[src/rtl/paralelo_serial_tx.sv]
// Byte-to-bit serializer: MSB-first stream at clk_32f, comma idle fill, valid/ready input.
// Define PS_TX_SYNC_EN to send SYNC_BC comma symbols after every reset before user data.
module paralelo_serial_tx #(
  parameter int unsigned SYNC_BC = 4,
  parameter logic [7:0]  COMMA   = 8'hBC
) (
  input  logic       clk_32f,
  input  logic       reset,
  input  logic [7:0] data_in,
  input  logic       valid_in,
  output logic       ready_out,
  output logic       data_out,
  output logic       sym_start,
  output logic       active_out
);

  if ((SYNC_BC < 32'd1) || (SYNC_BC > 32'd15)) begin : g_bad_sync_bc
    $error("paralelo_serial_tx: SYNC_BC must be in 1..15");
  end

  logic [7:0] shreg_q, shreg_d;
  logic [2:0] bit_cnt_q, bit_cnt_d;
  logic [7:0] hold_q, hold_d;
  logic       hold_full_q, hold_full_d;
  logic       first_q, first_d;
  logic       data_q, data_d;
  logic       ready_q, ready_d;
  logic       sym_q, sym_d;
  logic       active_q, active_d;

  logic       load_s, run_load_s, accept_s;
  logic [7:0] sym_s;

`ifdef PS_TX_SYNC_EN
  localparam logic [3:0] SYNC_BC_C = 4'(SYNC_BC);

  typedef enum logic {SYNC, RUN} state_e;
  state_e     state_q, state_d;
  logic [3:0] bc_cnt_q, bc_cnt_d;

  // Preamble FSM state and comma counter.
  always_ff @(posedge clk_32f) begin
    if (reset) begin
      state_q  <= SYNC;
      bc_cnt_q <= 4'd0;
    end else begin
      state_q  <= state_d;
      bc_cnt_q <= bc_cnt_d;
    end
  end
`endif

  // Symbol load decision, holding register and shift datapath.
  always_comb begin
    load_s   = first_q | (bit_cnt_q == 3'd7);
    // The registered ready lags hold_full by one edge, so hold_full also gates acceptance.
    accept_s = valid_in & ready_q & ~hold_full_q;
`ifdef PS_TX_SYNC_EN
    state_d    = state_q;
    bc_cnt_d   = bc_cnt_q;
    run_load_s = 1'b0;
    if (load_s) begin
      if (state_q == RUN) begin
        run_load_s = 1'b1;
      end else if (bc_cnt_q == SYNC_BC_C) begin
        run_load_s = 1'b1;
        state_d    = RUN;
      end else begin
        bc_cnt_d = bc_cnt_q + 4'd1;
      end
    end else begin
      run_load_s = 1'b0;
    end
`else
    run_load_s = load_s;
`endif
    sym_s  = (run_load_s & hold_full_q) ? hold_q : COMMA;
    hold_d = accept_s ? data_in : hold_q;
    if (run_load_s & hold_full_q) begin
      hold_full_d = 1'b0;
    end else if (accept_s) begin
      hold_full_d = 1'b1;
    end else begin
      hold_full_d = hold_full_q;
    end
    if (load_s) begin
      data_d    = sym_s[7];
      shreg_d   = {sym_s[6:0], 1'b0};
      bit_cnt_d = 3'd0;
    end else begin
      data_d    = shreg_q[7];
      shreg_d   = {shreg_q[6:0], 1'b0};
      bit_cnt_d = bit_cnt_q + 3'd1;
    end
    ready_d  = ~hold_full_q;
    sym_d    = load_s;
    active_d = active_q | run_load_s;
    first_d  = 1'b0;
  end

  // Datapath and output registers.
  always_ff @(posedge clk_32f) begin
    if (reset) begin
      shreg_q     <= 8'h00;
      bit_cnt_q   <= 3'd0;
      hold_q      <= 8'h00;
      hold_full_q <= 1'b0;
      first_q     <= 1'b1;
      data_q      <= 1'b0;
      ready_q     <= 1'b0;
      sym_q       <= 1'b0;
      active_q    <= 1'b0;
    end else begin
      shreg_q     <= shreg_d;
      bit_cnt_q   <= bit_cnt_d;
      hold_q      <= hold_d;
      hold_full_q <= hold_full_d;
      first_q     <= first_d;
      data_q      <= data_d;
      ready_q     <= ready_d;
      sym_q       <= sym_d;
      active_q    <= active_d;
    end
  end

  assign data_out   = data_q;
  assign ready_out  = ready_q;
  assign sym_start  = sym_q;
  assign active_out = active_q;

endmodule

[config.mk]
export PLATFORM = sky130hd
export DESIGN_NAME = paralelo_serial_tx
export DESIGN_NICKNAME = d
export VERILOG_FILES = /design/src/rtl/paralelo_serial_tx.sv
export SDC_FILE = /design/constraint.sdc
export NUM_CORES = 1
export LEC_CHECK = 0
export CORE_UTILIZATION = 30
export DETAILED_ROUTE_END_ITERATION = 7
export PLACE_DENSITY_LB_ADDON = 0.15
export SYNTH_ARGS = -nofsm -noshare
export SYNTH_HDL_FRONTEND = slang
export SYNTH_SLANG_ARGS = --single-unit
[constraint.sdc]
create_clock -name clk_32f -period 3 [get_ports clk_32f]
set_input_delay 0.3 -clock clk_32f [delete_from_list [all_inputs] [get_ports clk_32f]]
set_output_delay 0.3 -clock clk_32f [all_outputs]
set_load 0.02 [all_outputs]
After elaboration in Yosys (flattened, before gate mapping)
Cells that the tools add are included.
- output and inout port bits: 4
- bits of input ports: 11
- register bits after elaboration: 25
- equality and inequality tests: 1
- reduce and logical (&&, ||, !) cells: 2
- bitwise gates (word level): 6
- add/sub/neg operators: 1
- muxes and demuxes: 4
- operators by type and width (kind ; count):
    $mux 8 ; 2
    $reduce_or 2->1 ; 2
    $add 3x1->3 const B ; 1
    $and 1x1->1 ; 3
    $eq 3x3->1 const B ; 1
    $mux 1 ; 2
    $or 1x1->1 ; 2
    $not 1->1 ; 1

Longest topological paths before layout
Gate-level depths: netlist of run 1.
- depth after elaboration: 5
- mapped depth: 5
- gate-level depth less buffers: 4

Worst setup path after synthesis of run 1
No wires, ideal clock.
- path kind: register -> register
- from: register bit_cnt_q[0]
- to: register data_q (netlist: data_out)
- required time: 2909 ps
- path buffers: 1
- arrival: 1249 ps
- stages on the path, launching flop included: 6
- slack: 1661 ps
- path through: dfxtp_1 > ha_1 > ha_1 > or2_1 > buf_6 > a311oi_1
- longest elaborated chain between the ends: 5
- RTL lines (item ; RTL line ; RTL):
    start, declared ; 22 ; logic [2:0] bit_cnt_q, bit_cnt_d;
    start signal, assigned ; 115 ; bit_cnt_q <= bit_cnt_d;
    $eq 3x3->1 (*) ; 55 ; load_s = first_q | (bit_cnt_q == 3'd7);
    $or 1x1->1 (*) ; 55 ;
    $and 1x1->1 ; 77 ; sym_s = (run_load_s & hold_full_q) ? hold_q : COMMA;
    $mux 8 ; 77 ;
    $mux 1 (*) ; 86 ; if (load_s) begin
    end signal, assigned ; 119 ; data_q <= data_d;
    end, declared ; 26 ; logic data_q, data_d;
Mark *: on every way between the ends. The rest lies on a longest branch, timed or not.
A chain may end at the register's enable or synchronous reset.

Final worst setup path of run 1
- from: register bit_cnt_q[0]
- to: register shreg_q[3]
- longest elaborated chain between the ends: 5
- RTL lines (item ; RTL line ; RTL):
    $eq 3x3->1 (*) ; 55 ;
    $or 1x1->1 (*) ; 55 ;
    $and 1x1->1 ; 77 ;
    $mux 8 ; 77 ;
    $mux 8 (*) ; 86 ;
    end signal, assigned ; 114 ; shreg_q <= shreg_d;
    end, declared ; 21 ; logic [7:0] shreg_q, shreg_d;
Marked as above.

==> run_results.csv, run 1 <==
group,metric,value,unit
logic_synthesis,synth_warnings,0,
logic_synthesis,synth.top_cell.area_share,51.06,%
finish,multiInputGateArea,397.9,µm²
placed_design,dpl_worst_slack,1.208,ns
floorplanning,num_rows,19,
clock_network,clock-sinks,24,
sta,finClkSkew,0.009168,ns
sta,fmax,607.9,MHz
grt,grt_pass1_vias,591,
worst_setup_path,reg2reg_from,"bit_cnt_q[0]$_SDFF_PP0_",
clock_network,ctsLongestPathBuffers,2,
placed_design,place.detailed.hpwl,953.9,µm
sta,relSlewSlack,40.20,%
sta,setup_ws,1.355,ns
logic_synthesis,synth_area_leaders,"dfxtp_1, nand2b_1, mux2i_1",
grt,grt_max_degree,33,
finish,layout.cells.non_filler,134,
finish,area_growth,19.95,%
worst_setup_path,crit_fanout,13,
finish,regArea,480.5,µm²
hold_path,hold_path_end,"bit_cnt_q[0]$_SDFF_PP0_",
logic_synthesis,synth_top_flop_cell,"dfxtp_1",
finish,drive_above_1_share,3.883,%
placed_design,placed_cells,130,
placed_design,port_buffers,14,
worst_setup_path,arrival,1.85,ns
clock_network,ctsResizeCount,0,
placed_design,gp_congestion,0.6247,
pwr,total_power,0.6363,mW
clock_network,cts_buffers,3,
logic_synthesis,synth_most_common_cell,"dfxtp_1",
routing,drt_iter0_markers,8,
clock_network,cts_tree,"done",
routing,routed_via_density,4.828,
run_status,violations,"design-rule violations",
logic_synthesis,postSynthCellCount,93,
floorplanning,fp.coreArea,2853,µm²
clock_network,clock-root-buffer,"clkbuf_4",
clock_network,clkTransAtPathRegs,0.14,ns
worst_setup_path,reg2regPathDepth,4,
logic_synthesis,synth-seq-cells,24,
logic_synthesis,async_flop_share,0,%
finish,nFillCells,305,
sta,setup_viol,0,
finish,nNetsFinal,117,
sta,finalMaxSlewViolations,0,
floorplanning,die_h,58.01,µm
floorplanning,initial_core_util,32.98,%
worst_setup_path,ff2ff_setup_slack,1.35,ns
worst_setup_path,crit_required,3.21,ns
worst_setup_path,crit_path_end_kind,"flop",
floorplanning,ios,15,
logic_synthesis,ys_top_cells_by_count,"dfxtp_1, nand2b_1, mux2i_1, nor3_1",
sta,period_share,54.84,%
sta,setup_tns,0,ns
floorplanning,die_width,58.01,µm
routing,drc_errors,1,
finish,diodes,0,
routing,dr_total_vias,647,
sta,rsz0062_at_grt,"no",
clock_network,hold_buffers,0,
worst_setup_path,crit_type,"flop to flop",
sta,tightest_slew,0.8942,ns
logic_synthesis,synth_edf_count,0,
grt,antenna_found_initial,0,
grt,gr-usage-all-layers,9.878,%
logic_synthesis,syn-cell-area,940.9,µm²
hold_path,hold_depth,1,
worst_setup_path,startpoint,"bit_cnt_q[0]$_SDFF_PP0_",
pwr,vdd_drop_max,0.0002039,V
logic_synthesis,synth-seq-area-share,51.06,%
hold_path,min_from,"bit_cnt_q[0]$_SDFF_PP0_",
sta,final_hold_viol_count,0,
routing,detail-route-antenna-nets,0,
worst_setup_path,r2r-end,"shreg_q[3]$_SDFF_PP0_",
clock_network,h-tree-depth,1,
grt,grt_pass1_wl,2.532,mm
grt,grt_overflow,0,
pwr,cellLeakagePower,0.4219,nW
job,maxCapViolations,0,
logic_synthesis,yosysTopAreaCell,"dfxtp_1",
clock_network,clk-insertion-delay-late,0.31,ns
pwr,p_per_area,563.8,nW/µm²
routing,routedWlPerCell,11.03,µm
logic_synthesis,synth_area_per_cell,10.12,µm²
floorplanning,dieArea,3365,µm²
worst_setup_path,start_kind,"flop",
run_status,status,"complete, but fails checks",
routing,dr.pass1.iters,7,
logic_synthesis,synth_nets,106,
sta,fin_crit,1.645,ns
hold_path,worstHoldPathType,"flop to flop",
logic_synthesis,yosys.cell_types.count,19,
routing,wirelength,1.478,mm
clock_network,postCtsSetupBuffers,0,
[metal layers]
metal	track usage, %	vias up	share of wire [%]
met2	15.76	13	44
met4	6.122	0	1.2
met1	12.05	296	50
met5	0	-	0
li1	-	336	-
met3	2.232	2	4.7
[area by class of cell]
class / count / area share, %
sequential: 24 / 42.57
multi-input combinational: 56 / 35.26
timing repair buffer: 14 / 12.42
tap: 31 / 3.437
clock inverter: 1 / 2.661
clock buffer: 3 / 1.996
inverter: 5 / 1.663
[critical path, cell delays in order, from the launching register on]
cell and delay (ns):
dfxtp_1 0.34, ha_1 0.19, ha_1 0.32, or2_1 0.39, a311oi_1 0.30
[worst max path at each step]
stage                             end  depth (start not counted)
2_1_floorplan     data_out$_SDFF_PP0_                          5
3_3_place_gp   hold_q[4]$_SDFFE_PP0P_                          3
3_5_place_dp   hold_q[4]$_SDFFE_PP0P_                          3
4_1_cts         shreg_q[3]$_SDFF_PP0_                          4
5_1_grt         shreg_q[3]$_SDFF_PP0_                          4
6_report        shreg_q[3]$_SDFF_PP0_                          4
[cell usage in the layout (no fill, tap or decap), drive strengths merged]
master,synthesis,final
dfxtp,24,24
nand2b,16,16
clkdlybuf4s50,0,14
mux2i,8,8
nor3,8,8
inv,5,5
a311oi,5,5
nor2,4,4
nor3b,3,3
clkbuf,2,3
or3b,2,2
o211ai,2,2
a21oi,2,2
ha,2,2
and3b,1,1
or2,1,1
nand2,1,1
o21ba,1,1
bufinv,0,1
[flip-flops by register name (all words and copies together), names as in the netlist]
signal / count
hold_q: 8
shreg_q: 7
bit_cnt_q: 3
active_out: 1
data_out: 1
first_q: 1
hold_full_q: 1
ready_out: 1
sym_start: 1
[per-stage QoR]
step                util (%)  hold WS [ns]  area [µm²]
floorplan                  -        0.3277       940.9
global placement       37.72        0.4204        1076
detailed placement     37.72        0.4261        1076
CTS                    39.56        0.4453        1129
global route           39.56        0.4879        1129
finish                 39.56        0.4478        1129
[cell families after synthesis]
group / share of synthesized area [%]
simple gates: 22.74
mux: 8.511
buf+inv: 6.649
compound gates: 8.377
fa+ha+maj: 2.659
flops: 51.06
[power breakdown]
part	internal (mW)	switching (mW)	total [mW]
Clock	0.135	0.0953	0.230
Sequential	0.335	0.0103	0.346
Combinational	0.0351	0.0253	0.0604
(Power assumes the default switching activity.)
==> run 2: changes to the inputs <==
clock period = 1.4 ns   (was 3 ns; I/O delays follow)
==> run 2 against run 1 <==
The run still ends with design-rule violations left. Fmax up 22%. Via count is 2.9% higher. Worst setup slack lost 1.3 ns. Design area grew 11%. Combinational power rose to 2.6 times the previous value. Sequential share of layout area is 4.0 points lower. Worst hold slack worse by 0.076 ns. Clock skew is 0.0022 ns lower. Global-route usage is 1.3 points higher. Utilization grew 4.2 points.
==> run_results.csv, run 2 (synthesis results as in run 1) <==
group,metric,value,unit
run_status,status,"complete, but fails checks",
run_status,violations,"design-rule violations",
floorplanning,initial_core_util,32.98,%
worst_setup_path,arrival,1.57,ns
sta,tightest_slew,0.3477,ns
grt,grt_max_degree,33,
finish,final_common_cell,"dfxtp_1",
hold_path,worstHoldPathType,"input port to flop",
pwr,p_per_area,1117,nW/µm²
finish,nNetsFinal,124,
worst_setup_path,reg2reg_from,"bit_cnt_q[1]$_SDFF_PP0_",
routing,wirelength,1.628,mm
routing,dr_total_vias,666,
clock_network,clk-insertion-delay-late,0.31,ns
clock_network,hold_buffers,0,
finish,nFillCells,285,
clock_network,cts_buffers,3,
floorplanning,die_width,58.01,µm
worst_setup_path,r2r-end,"data_out$_SDFF_PP0_",
sta,fin_crit,1.345,ns
worst_setup_path,endpoint,"data_out$_SDFF_PP0_",
pwr,total_power,1.393,mW
sta,setup_viol,0,
placed_design,place.detailed.hpwl,1.083,mm
clock_network,ctsLongestPathBuffers,2,
clock_network,postCtsSetupBuffers,0,
worst_setup_path,path_common_cell,"ha_4",
clock_network,h-tree-depth,1,
routing,routed_via_density,4.723,
routing,routedWlPerCell,11.55,µm
sta,finClkSkew,0.006988,ns
worst_setup_path,crit_path_end_kind,"flop",
worst_setup_path,reg2regPathDepth,4,
clock_network,clkTransAtPathRegs,0.14,ns
sta,period_share,96.05,%
routing,dr.pass1.iters,6,
grt,grt_pass1_wl,2.746,mm
floorplanning,num_rows,19,
placed_design,port_buffers,14,
grt,gr-usage-all-layers,11.16,%
clock_network,cts_tree,"done",
finish,area_growth,32.58,%
worst_setup_path,crit_path_cell_trace,"ha_4 -> ha_4 -> or2_4 -> a311oi_1",
finish,drive_above_1_share,15.45,%
worst_setup_path,slowest_stage,"dfxtp_1",
finish,diodes,0,
finish,final_util,43.73,%
finish,reg.largest.list,"hold_q (8), shreg_q (7), bit_cnt_q (3)",
worst_setup_path,start_kind,"flop",
sta,setup_tns,0,ns
floorplanning,dieArea,3365,µm²
worst_setup_path,cp_slowest_stage_delay,0.35,ns
worst_setup_path,ff2ff_setup_slack,0.06,ns
grt,grt_pass1_vias,605,
floorplanning,ios,15,
sta,fmax,743.7,MHz
sta,final_hold_viol_count,0,
finish,final_cell_mix,"dfxtp_1, nand2b_1, clkdlybuf4s50_1",
grt,grt_overflow,0,
floorplanning,fp.coreArea,2853,µm²
floorplanning,die_h,58.01,µm
pwr,vdd_drop_max,0.0003773,V
placed_design,gp_congestion,0.7369,
worst_setup_path,crit_fanout,8,
worst_setup_path,crit_required,1.63,ns
pwr,cellLeakagePower,0.4982,nW
worst_setup_path,startpoint,"bit_cnt_q[1]$_SDFF_PP0_",
grt,antenna_found_initial,0,
finish,top_register,"hold_q",
finish,multiInputGateArea,431.7,µm²
routing,drt_iter0_markers,16,
worst_setup_path,crit_type,"flop to flop",
routing,drc_errors,1,
finish,largest_reg_flops,8,
routing,detail-route-antenna-nets,0,
sta,relSlewSlack,76.79,%
sta,finalMaxSlewViolations,0,
finish,regArea,481.7,µm²
clock_network,clock-sinks,24,
job,maxCapViolations,0,
clock_network,clock-root-buffer,"clkbuf_4",
## run 2: cell count changes in the layout (fill, tap and decap cells not counted), moves of 2 or more
cell / change
buf_12: +2
buf_4: +4
ha_4: +2
clkdlybuf4s50_1: -4
dlymetal6s2s_1: +2
ha_1: -2
dlygate4sd2_1: +2
## run 2: routing by layer
metal  share of wire [%]  up-vias  global-route usage (%)
met5                   0        -                       0
met4                 1.0        0                   7.143
met3                 4.4        2                   2.679
met2                  45       14                   15.93
met1                  49      302                   15.02
li1                    -      348                       -
## run 2: critical path, delay by kind of cell, from the launching register on
family | cells | cell delay [ns]
AOI/OAI and AO/OA | 1 | 0.29
and+or+nand+nor | 1 | 0.28
DFF | 1 | 0.35
adders and majority gates | 2 | 0.34
## run 2: timing repair
| item | 4_1_cts | 5_1_grt |
|---|---|---|
| resized for setup | 7 | 6 |
| endpoints found under the setup margin | 8 | 5 |
| cloned | 0 | 0 |
| hold endpoints to repair | 0 | 0 |
| pin swaps | 0 | 3 |
## run 2: stage by stage
stage | area (µm²) | setup slack (ns) | hold WS [ns] | cells
6_report | 1247 | 0.05532 | 0.3717 | 141
5_1_grt | 1247 | -0.0006504 | 0.3608 | 141
4_1_cts | 1222 | 0.002903 | 0.3645 | 141
3_5_place_dp | 1154 | -0.08316 | 0.4259 | 137
3_3_place_gp | 1154 | 0.009224 | 0.4150 | 137
2_1_floorplan | 940.9 | 0.06053 | 0.1677 | 93
## run 2: area by class of cell
cell class	instances	share of cell area [%]
clock buffers	3	1.805
clock inverters	1	2.407
inverters	5	1.505
repair buffers	21	17.95
well taps	31	3.109
flip-flops and latches	24	38.62
multi-input cells	56	34.60
## run 2: worst min path at each step
stage,startpoint,end,depth (start not counted)
after floorplan,reset,first_q$_DFF_P_,0
after global placement,bit_cnt_q[0]$_SDFF_PP0_,bit_cnt_q[0]$_SDFF_PP0_,1
after detailed placement,bit_cnt_q[0]$_SDFF_PP0_,bit_cnt_q[0]$_SDFF_PP0_,1
after CTS,data_in[7],hold_q[7]$_SDFFE_PP0P_,3
after global routing,data_in[2],hold_q[2]$_SDFFE_PP0P_,3
final,data_in[1],hold_q[1]$_SDFFE_PP0P_,3
## run 2: power by group
part	internal, mW	leakage, nW	switching (mW)
registers	0.719	0.198	0.0185
logic	0.0893	0.272	0.0653
clock network	0.289	0.0279	0.211
==> run 3: changes to the inputs <==
CELL_PAD_IN_SITES_DETAIL_PLACEMENT = 2   (was default)
CELL_PAD_IN_SITES_GLOBAL_PLACEMENT = 2   (was default)
CORE_UTILIZATION = 29   (was 30)
==> run 3 against run 2 <==
The flow now finishes without violations. Global-route usage grew 3.7 points. Die area grew 3.3%. Critical path depth grew 1. Sequential share of layout area is essentially flat. Non-clock buffer count grew 1. Worst setup slack lost 0.0063 ns. Worst hold slack improved by 0.0015 ns. Utilization decreased by 3.2 points. Clock power is 39% lower. Clock skew is 0.0059 ns lower. Sequential cell count stayed put. Highest routed layer unchanged.
==> run_results.csv, run 3 (synthesis results as in run 1) <==
group,metric,value,unit
finish,final_common_cell,"dfxtp_1",
finish,final_util,40.49,%
pwr,p_sw,0.2944,mW
clock_network,clock-root-buffer,"clkbuf_4",
finish,top_register,"hold_q",
pwr,vdd_drop_max,0.0003708,V
routing,routedWlPerCell,13.45,µm
clock_network,hold_buffers,0,
placed_design,gp_congestion,0.6919,
finish,final_cell_mix,"dfxtp_1, nand2b_1, clkdlybuf4s50_1",
grt,antenna_found_initial,0,
clock_network,clkTransAtPathRegs,0.12,ns
worst_setup_path,worst-path-buf-inv,1,
worst_setup_path,cp_top_family,"simple AND/OR/NAND/NOR gates",
job,maxCapViolations,0,
routing,wirelength,2.071,mm
finish,area_growth,32.45,%
worst_setup_path,arrival,1.62,ns
worst_setup_path,crit_fanout,4,
finish,largest_reg_flops,8,
pwr,p_seq_share,61.2,%
floorplanning,initial_core_util,30.57,%
pwr,p_clk_share,25.3,%
finish,drive_above_1_share,18.18,%
sta,fin_crit,1.351,ns
floorplanning,ios,15,
routing,dr_total_vias,715,
clock_network,clk-insertion-delay-late,0.32,ns
floorplanning,fp.coreArea,3078,µm²
worst_setup_path,crit_path_cell_trace,"ha_4 -> ha_4 -> buf_4 -> or3b_4 -> a21oi_2",
sta,setup_tns,0,ns
routing,dr.pass1.iters,2,
grt,grt_pass1_wl,3.594,mm
sta,period_share,96.50,%
finish,diodes,0,
hold_path,worstHoldPathType,"input port to flop",
routing,drc_errors,0,
pwr,intPower,0.9119,mW
pwr,cellLeakagePower,0.4804,nW
clock_network,clock-sinks,24,
finish,layout.cells.non_filler,154,
routing,detail-route-antenna-nets,0,
worst_setup_path,ff2ff_setup_slack,0.05,ns
placed_design,port_buffers,14,
sta,tightest_slew,0.3371,ns
finish,reg.largest.list,"hold_q (8), shreg_q (7), bit_cnt_q (3)",
pwr,p_per_area,968.0,nW/µm²
sta,finalMaxSlewViolations,0,
grt,grt_overflow,0,
grt,gr-usage-all-layers,14.91,%
clock_network,cts_tree,"done",
sta,rsz0062_at_grt,"yes",
placed_design,place.detailed.hpwl,1.432,mm
sta,whs,0.3732,ns
grt,grt_max_degree,33,
routing,routed_via_density,4.643,
routing,drt_iter0_markers,9,
worst_setup_path,slowest_stage,"or3b_4",
pwr,swShare,24.41,%
floorplanning,die_width,58.96,µm
sta,relSlewSlack,77.49,%
worst_setup_path,cp_slowest_stage_delay,0.36,ns
clock_network,ctsLongestPathBuffers,2,
clock_network,cts_buffers,3,
floorplanning,dieArea,3476,µm²
sta,setup_viol,0,
run_status,status,"complete, no violations",
clock_network,h-tree-depth,1,
pwr,combPwrFrac,13.5,%
worst_setup_path,path_common_cell,"ha_4",
placed_design,placed_cells,150,
worst_setup_path,crit_type,"flop to flop",
sta,fmax,740.2,MHz
floorplanning,die_h,58.96,µm
sta,finClkSkew,0.001051,ns
floorplanning,num_rows,20,
worst_setup_path,start_kind,"flop",
grt,grt_pass1_vias,769,
sta,final_hold_viol_count,0,
worst_setup_path,crit_required,1.67,ns
worst_setup_path,crit_path_end_kind,"flop",
finish,nNetsFinal,125,
run 3: per-layer routing:
layer  GRT usage [%]  wire [µm]  share of wire (%)  up-vias
li1                -          -                  -      350
met1           15.98        884                 43      348
met2           24.51       1044                 50       13
met3           5.934         91                4.4        4
met4           9.184         51                2.5        0
met5               0          0                  0        -
run 3: path summary, 6_finish.rpt:
kind                      startpoint                       to  depth (start not counted)
max          bit_cnt_q[1]$_SDFF_PP0_    shreg_q[7]$_SDFF_PP0_                          5
min reg2reg  bit_cnt_q[0]$_SDFF_PP0_  bit_cnt_q[0]$_SDFF_PP0_                          1
max reg2reg  bit_cnt_q[1]$_SDFF_PP0_    shreg_q[7]$_SDFF_PP0_                          5
min                       data_in[6]   hold_q[6]$_SDFFE_PP0P_                          3
run 3: layout make-up:
type                       count  area (µm²)
inverter                       5       18.77
timing repair buffer          22       224.0
multi-input combinational     56       444.2
sequential                    24       481.7
tap                           44       55.05
fill                         348        1832
clock buffer                   3       22.52
run 3: power by group through the flow:
stage	sequential (mW)	combinational (mW)	clock (mW)
after floorplan	0.755	0.0810	0
after global placement	0.751	0.156	0
after detailed placement	0.753	0.161	0
after CTS	0.739	0.160	0.323
after global routing	0.744	0.179	0.349
final	0.738	0.163	0.305
run 3: metrics by stage:
stage	power (mW)	setup WS [ns]	instance area, µm²
detailed placement	0.9141	-0.06219	1170
finish	1.206	0.04901	1246
global placement	0.9068	0.007733	1170
global route	1.272	-0.004760	1246
CTS	1.222	0.005139	1225
floorplan	0.8356	0.06053	940.9
run 3: timing repair:
| item | in CTS | in global routing |
|---|---|---|
| gates resized for setup | 9 | 6 |
| pin swaps | 2 | 4 |
| endpoints found under the setup margin | 11 | 4 |
| setup buffers | 1 | 0 |
run 3: worst min-delay path: stages:
cell and delay [ns]:
clkdlybuf4s50_1 0.39, nand2b_1 0.07, mux2i_1 0.06
